$ cat src/rtl/router_pkt_tx.sv
// router_pkt_tx: packet source for the router input port (header, payload, parity) with busy back-pressure; optional parity corruption under PKT_TX_BAD_PARITY_EN
module router_pkt_tx #(
    parameter int MAX_LEN    = 63,
    parameter int GAP_CYCLES = 2
) (
    input  logic       clk,
    input  logic       resetn,
    input  logic       wr_en,
    input  logic [7:0] wr_data,
    input  logic       start,
    input  logic [1:0] dest_addr,
    input  logic       inject_err,
    input  logic       busy,
    output logic       packet_valid,
    output logic [7:0] datain,
    output logic [5:0] buf_cnt,
    output logic       buf_full,
    output logic       tx_active,
    output logic       done,
    output logic       cmd_err
);
    typedef enum logic [2:0] {IDLE, HEADER, PAYLOAD, PARITY, GAP} state_t;
    state_t state, state_nx;
    logic [7:0] mem [MAX_LEN];
    logic [5:0] len, rd_ptr, len_nx;
    logic [1:0] addr;
    logic [7:0] parity, gap_cnt, par_mask;
    logic wr_ok, start_ok, start_bad, gap_last;

    assign tx_active = state != IDLE;
    assign buf_full  = buf_cnt == 6'(MAX_LEN);
    assign wr_ok     = wr_en && !tx_active && !buf_full;
    assign start_ok  = state == IDLE && start && buf_cnt != 6'd0 && dest_addr != 2'd3;
    assign start_bad = state == IDLE && start && (buf_cnt == 6'd0 || dest_addr == 2'd3);
    assign len_nx    = buf_cnt + 6'(wr_ok);
    assign gap_last  = state == GAP && gap_cnt == 8'(GAP_CYCLES - 1);

`ifdef PKT_TX_BAD_PARITY_EN
    // capture the corruption request together with the accepted command
    always_ff @(posedge clk or negedge resetn)
        if (!resetn) par_mask <= 8'h00;
        else if (start_ok) par_mask <= {8{inject_err}};
`else
    logic unused_inject;
    assign unused_inject = inject_err;
    assign par_mask = 8'h00;
`endif

    // payload storage is deliberately left unreset; only the pointers are cleared
    always_ff @(posedge clk)
        if (wr_ok) mem[buf_cnt] <= wr_data;

    // state register
    always_ff @(posedge clk or negedge resetn)
        if (!resetn) state <= IDLE;
        else state <= state_nx;

    // next state and port outputs; a byte advances only on an edge with busy low
    always_comb begin
        state_nx = state;
        packet_valid = 1'b0;
        datain = 8'h00;
        unique case (state)
            IDLE: if (start_ok) state_nx = HEADER;
            HEADER: begin
                packet_valid = 1'b1;
                datain = {len, addr};
                if (!busy) state_nx = PAYLOAD;
            end
            PAYLOAD: begin
                packet_valid = 1'b1;
                datain = mem[rd_ptr];
                if (!busy && rd_ptr == len - 6'd1) state_nx = PARITY;
            end
            PARITY: begin
                datain = parity ^ par_mask;
                if (!busy) state_nx = GAP;
            end
            GAP: if (gap_last) state_nx = IDLE;
            default: state_nx = IDLE;
        endcase
    end

    // buffer count, command latch, parity accumulation, gap timing and status pulses
    always_ff @(posedge clk or negedge resetn) begin
        if (!resetn) begin
            buf_cnt <= 6'd0;
            len     <= 6'd0;
            addr    <= 2'd0;
            rd_ptr  <= 6'd0;
            parity  <= 8'h00;
            gap_cnt <= 8'h00;
            done    <= 1'b0;
            cmd_err <= 1'b0;
        end else begin
            done    <= gap_last;
            cmd_err <= start_bad;
            gap_cnt <= state == GAP ? gap_cnt + 8'd1 : 8'h00;
            if (gap_last) buf_cnt <= 6'd0;
            else if (wr_ok) buf_cnt <= buf_cnt + 6'd1;
            if (start_ok) begin
                len    <= len_nx;
                addr   <= dest_addr;
                parity <= {len_nx, dest_addr};
                rd_ptr <= 6'd0;
            end
            if (state == PAYLOAD && !busy) begin
                parity <= parity ^ mem[rd_ptr];
                rd_ptr <= rd_ptr + 6'd1;
            end
            if (gap_last) rd_ptr <= 6'd0;
        end
    end
endmodule

$ cat config.mk
export PLATFORM = sky130hd
export DESIGN_NAME = router_pkt_tx
export DESIGN_NICKNAME = d
export VERILOG_FILES = /design/src/rtl/router_pkt_tx.sv
export SDC_FILE = /design/constraint.sdc
export NUM_CORES = 1
export LEC_CHECK = 0
export CAP_MARGIN = 20
export CORE_MARGIN = 2
export CORE_UTILIZATION = 39
export DETAILED_ROUTE_END_ITERATION = 12
export HOLD_SLACK_MARGIN = 0.03
export PLACE_DENSITY_LB_ADDON = 0.05
export SYNTH_ARGS = -nofsm -noshare
export SYNTH_HDL_FRONTEND = slang
export SYNTH_SLANG_ARGS = --single-unit
$ cat constraint.sdc
create_clock -name clk -period 6.5 [get_ports clk]
set_clock_uncertainty 0.2 [all_clocks]
set_input_delay 1.3 -clock clk [delete_from_list [all_inputs] [get_ports clk]]
set_output_delay 1.3 -clock clk [all_outputs]
set_load 0.005 [all_outputs]
==> impl_metrics.py <==
metrics = {
    "setup_path": {
        "crit_arrival_ns": 4.27,
        "critPathKind": "flip-flop to primary output",
        "crit_path_end_kind": "primary output",
        "critical-path-max-stage-delay_ns": 0.89,
        "crit_fanout": 40,
        "crit_required_ns": 5.00,
        "startpoint": "rd_ptr[1]",
        "critPathSlowestCell": "dfrtp_4",
        "r2r-start": "buf_cnt[3]",
        "cp-start-kind": "flip-flop",
        "reg2reg_depth": 6,
        "crit_chain": "buf_4 > mux4_2 > nor2b_1 > a2111oi_0 > nor4_1 > nand2_1 > o22ai_1 > clkdlybuf4s50_1",
    },
    "timing": {
        "hold_viol_final": 0,
        "finalSetupViolations": 0,
        "finalMaxSlewViolations": 0,
        "fmax_mhz": 173.4,
        "timing.slew.headroom_pct": 34.35,
        "rsz0062_at_grt": "no",
        "finalCritPeriodShare_pct": 88.70,
        "fin_tns_setup_ns": 0,
        "post-route-min-period_ns": 5.766,
        "tightestPinTransition_ns": 0.9599,
    },
    "cells_and_area": {
        "syn2layout_area_growth_pct": 13.29,
        "drive_gt1_share_pct": 19.02,
        "finalNetCount": 1308,
        "design_area_sq_mm": 0.02518,
        "antenna_cells": 0,
    },
    "synthesis": {
        "syn_nets": 1254,
        "synth_seq_cells": 545,
        "synth_edf_count": 504,
        "synth-seq-area-share_pct": 72.72,
        "synth_top_area_share_pct": 68.10,
        "synthFlopType": "edfxtp_1",
        "yosysMostFrequentCell": "edfxtp_1",
        "synth_warnings": 0,
        "yosysTopAreaCell": "edfxtp_1",
        "synth.area.top_cells": "edfxtp_1, mux4_2, dfrtp_1",
        "async_reset_ff_share_pct": 7.523,
        "synthTopCellsByCount": "edfxtp_1, nor2_1, mux4_2, mux2i_1, nand2_1",
        "postSynthAreaPerCell_sq_um": 18.07,
        "synth_cells": 1230,
        "netlist-cell-type-count": 65,
        "syn_area_sq_mm": 0.02222,
    },
    "die": {
        "rows": 87,
        "pin_count": 35,
        "die-area_sq_mm": 0.05891,
        "coreArea_sq_mm": 0.05639,
        "chipHeight_um": 242.7,
        "start_util_pct": 39.41,
        "die-width_um": 242.7,
    },
    "global_route": {
        "met1_usage_pct": 28.29,
        "track_usage_pct": 19.44,
        "overflow": 0,
        "busiest_layer": "met2",
        "grtUsageMet2_pct": 30.04,
        "grt_pass1_vias": 11860,
        "grt_pass1_wl_um": 82950,
        "antenna_found_initial": 0,
        "grt_max_degree": 64,
        "grt_use_met3_pct": 3.450,
    },
    "clocking": {
        "cts_hold_buf": 0,
        "post_cts_resized": 0,
        "clock_sinks": 545,
        "clkSlewWorstSetupHoldPaths_ns": 0.06,
        "cts_setup_buffers": 0,
        "cts_tree": "built",
        "clk_latency_ns": 0.62,
        "cts_buffers": 59,
        "clockBufferDepth": 3,
        "h-tree-depth": 2,
        "cts-root-buf": "clkbuf_16",
    },
    "run": {
        "cap_viol_max_count": 0,
    },
    "placed_design": {
        "placed_cell_area_sq_mm": 0.02330,
        "place_congestion": 0.7634,
        "hpwl_um": 34160,
        "io_buffers": 33,
    },
    "detailed_routing": {
        "drtPass1Iterations": 5,
        "antenna_left": 0,
        "wl_um": 56150,
        "wl_per_cell_um": 26.92,
        "drcViolationCount": 0,
        "drt_iter0_markers": 837,
        "viasPerCell": 5.467,
        "vias": 11410,
    },
    "power": {
        "powerDensity_mw_per_mm2": 382.2,
        "total_power_mw": 9.623,
        "vdd_ir_drop_max_mv": 0.2001,
        "power.leakage_nw": 7.933,
    },
    "outcome": {
        "status": "complete, no violations",
    },
    "hold_path": {
        "holdCritStartpoint": "addr[1]",
        "holdCritPathClass": "flip-flop to flip-flop",
        "worstHoldPathCells": 2,
    },
}
metal layers:
metal	vias to the layer above	share of wire [%]
li1	5022	-
met1	6012	46
met2	284	46
met3	87	4.9
met4	0	2.6
met5	-	0
critical path: cells and delay by family (launching register included):
kind,cells,cell delay (ns)
AOI/OAI and AO/OA,2,0.44
DFF,1,0.89
and+or+nand+nor,3,1.10
muxes,1,0.23
buffers and inverters,2,0.94
layout by cell type (no fill, tap or decap), drive strengths merged, types with 6 or more instances in the layout:
cell type / count
ha: 8
dfrtp: 41
inv: 13
a211oi: 10
nand2b: 7
mux4: 106
o22ai: 23
nor3: 22
o221ai: 6
a21oi: 15
xor2: 10
xnor2: 14
nand3: 24
clkinv: 28
nand2: 45
clkdlybuf4s50: 24
nor4: 6
nand3b: 9
a22oi: 8
mux2i: 60
clkbuf: 69
edfxtp: 504
o21ai: 24
mux2: 10
nor2: 114
buf: 41
nor2b: 17
registers in the layout (all words and copies together), names as in the netlist:
register,cells
mem,504
gap_cnt,8
parity,8
buf_cnt,6
len,6
rd_ptr,6
state,3
addr,2
cmd_err,1
done,1
metrics by stage:
step / hold slack (ns) / utilization (%) / cells / setup WS [ns]
5_1_grt: 0.3286 / 44.65 / 2086 / 0.5437
6_report: 0.2781 / 44.65 / 2086 / 0.7343
3_5_place_dp: 0.2590 / 41.32 / 1978 / 1.410
3_3_place_gp: 0.2552 / 41.32 / 1978 / 1.410
4_1_cts: 0.2749 / 44.61 / 2085 / 0.7149
2_1_floorplan: 0.2380 / - / 1230 / 2.850
area by class of cell:
class / instances / area [sq um]
timing repair buffer: 65 / 588.1
clock buffer: 69 / 1535
tap: 756 / 945.9
fill: 4973 / 31210
multi-input combinational: 602 / 5572
sequential: 545 / 16170
clock inverter: 38 / 321.6
inverter: 11 / 41.29
power by group:
| group | total (mW) | internal, mW | leakage (nW) | switching (mW) |
|---|---|---|---|---|
| logic | 2.14 | 1.00 | 1.97 | 1.14 |
| registers | 4.24 | 3.97 | 5.06 | 0.273 |
| clock network | 3.25 | 1.88 | 0.905 | 1.37 |
| total | 9.62 | 6.84 | 7.93 | 2.78 |
final timing paths:
kind / end / slack, ns
worst max-delay path: datain[4] / 0.73
worst min-delay path: addr[1] / 0.28
worst max register to register: mem[54][2] / 2.28
worst min register to register: addr[1] / 0.28
max in group asynchronous: rd_ptr[2] / 5.23
min in group asynchronous: buf_cnt[0] / 0.37
cell families after synthesis:
family	after synthesis	synth area share [%]
XOR/XNOR	24	0.9459
multiplexers	176	14.04
buffers and inverters	83	2.213
AO/OA/AOI/OAI	121	3.823
flip-flops	545	72.72
AND/OR/NAND/NOR	273	5.811
adder cells (fa/ha/maj)	8	0.4504
(Power assumes the default switching activity.)
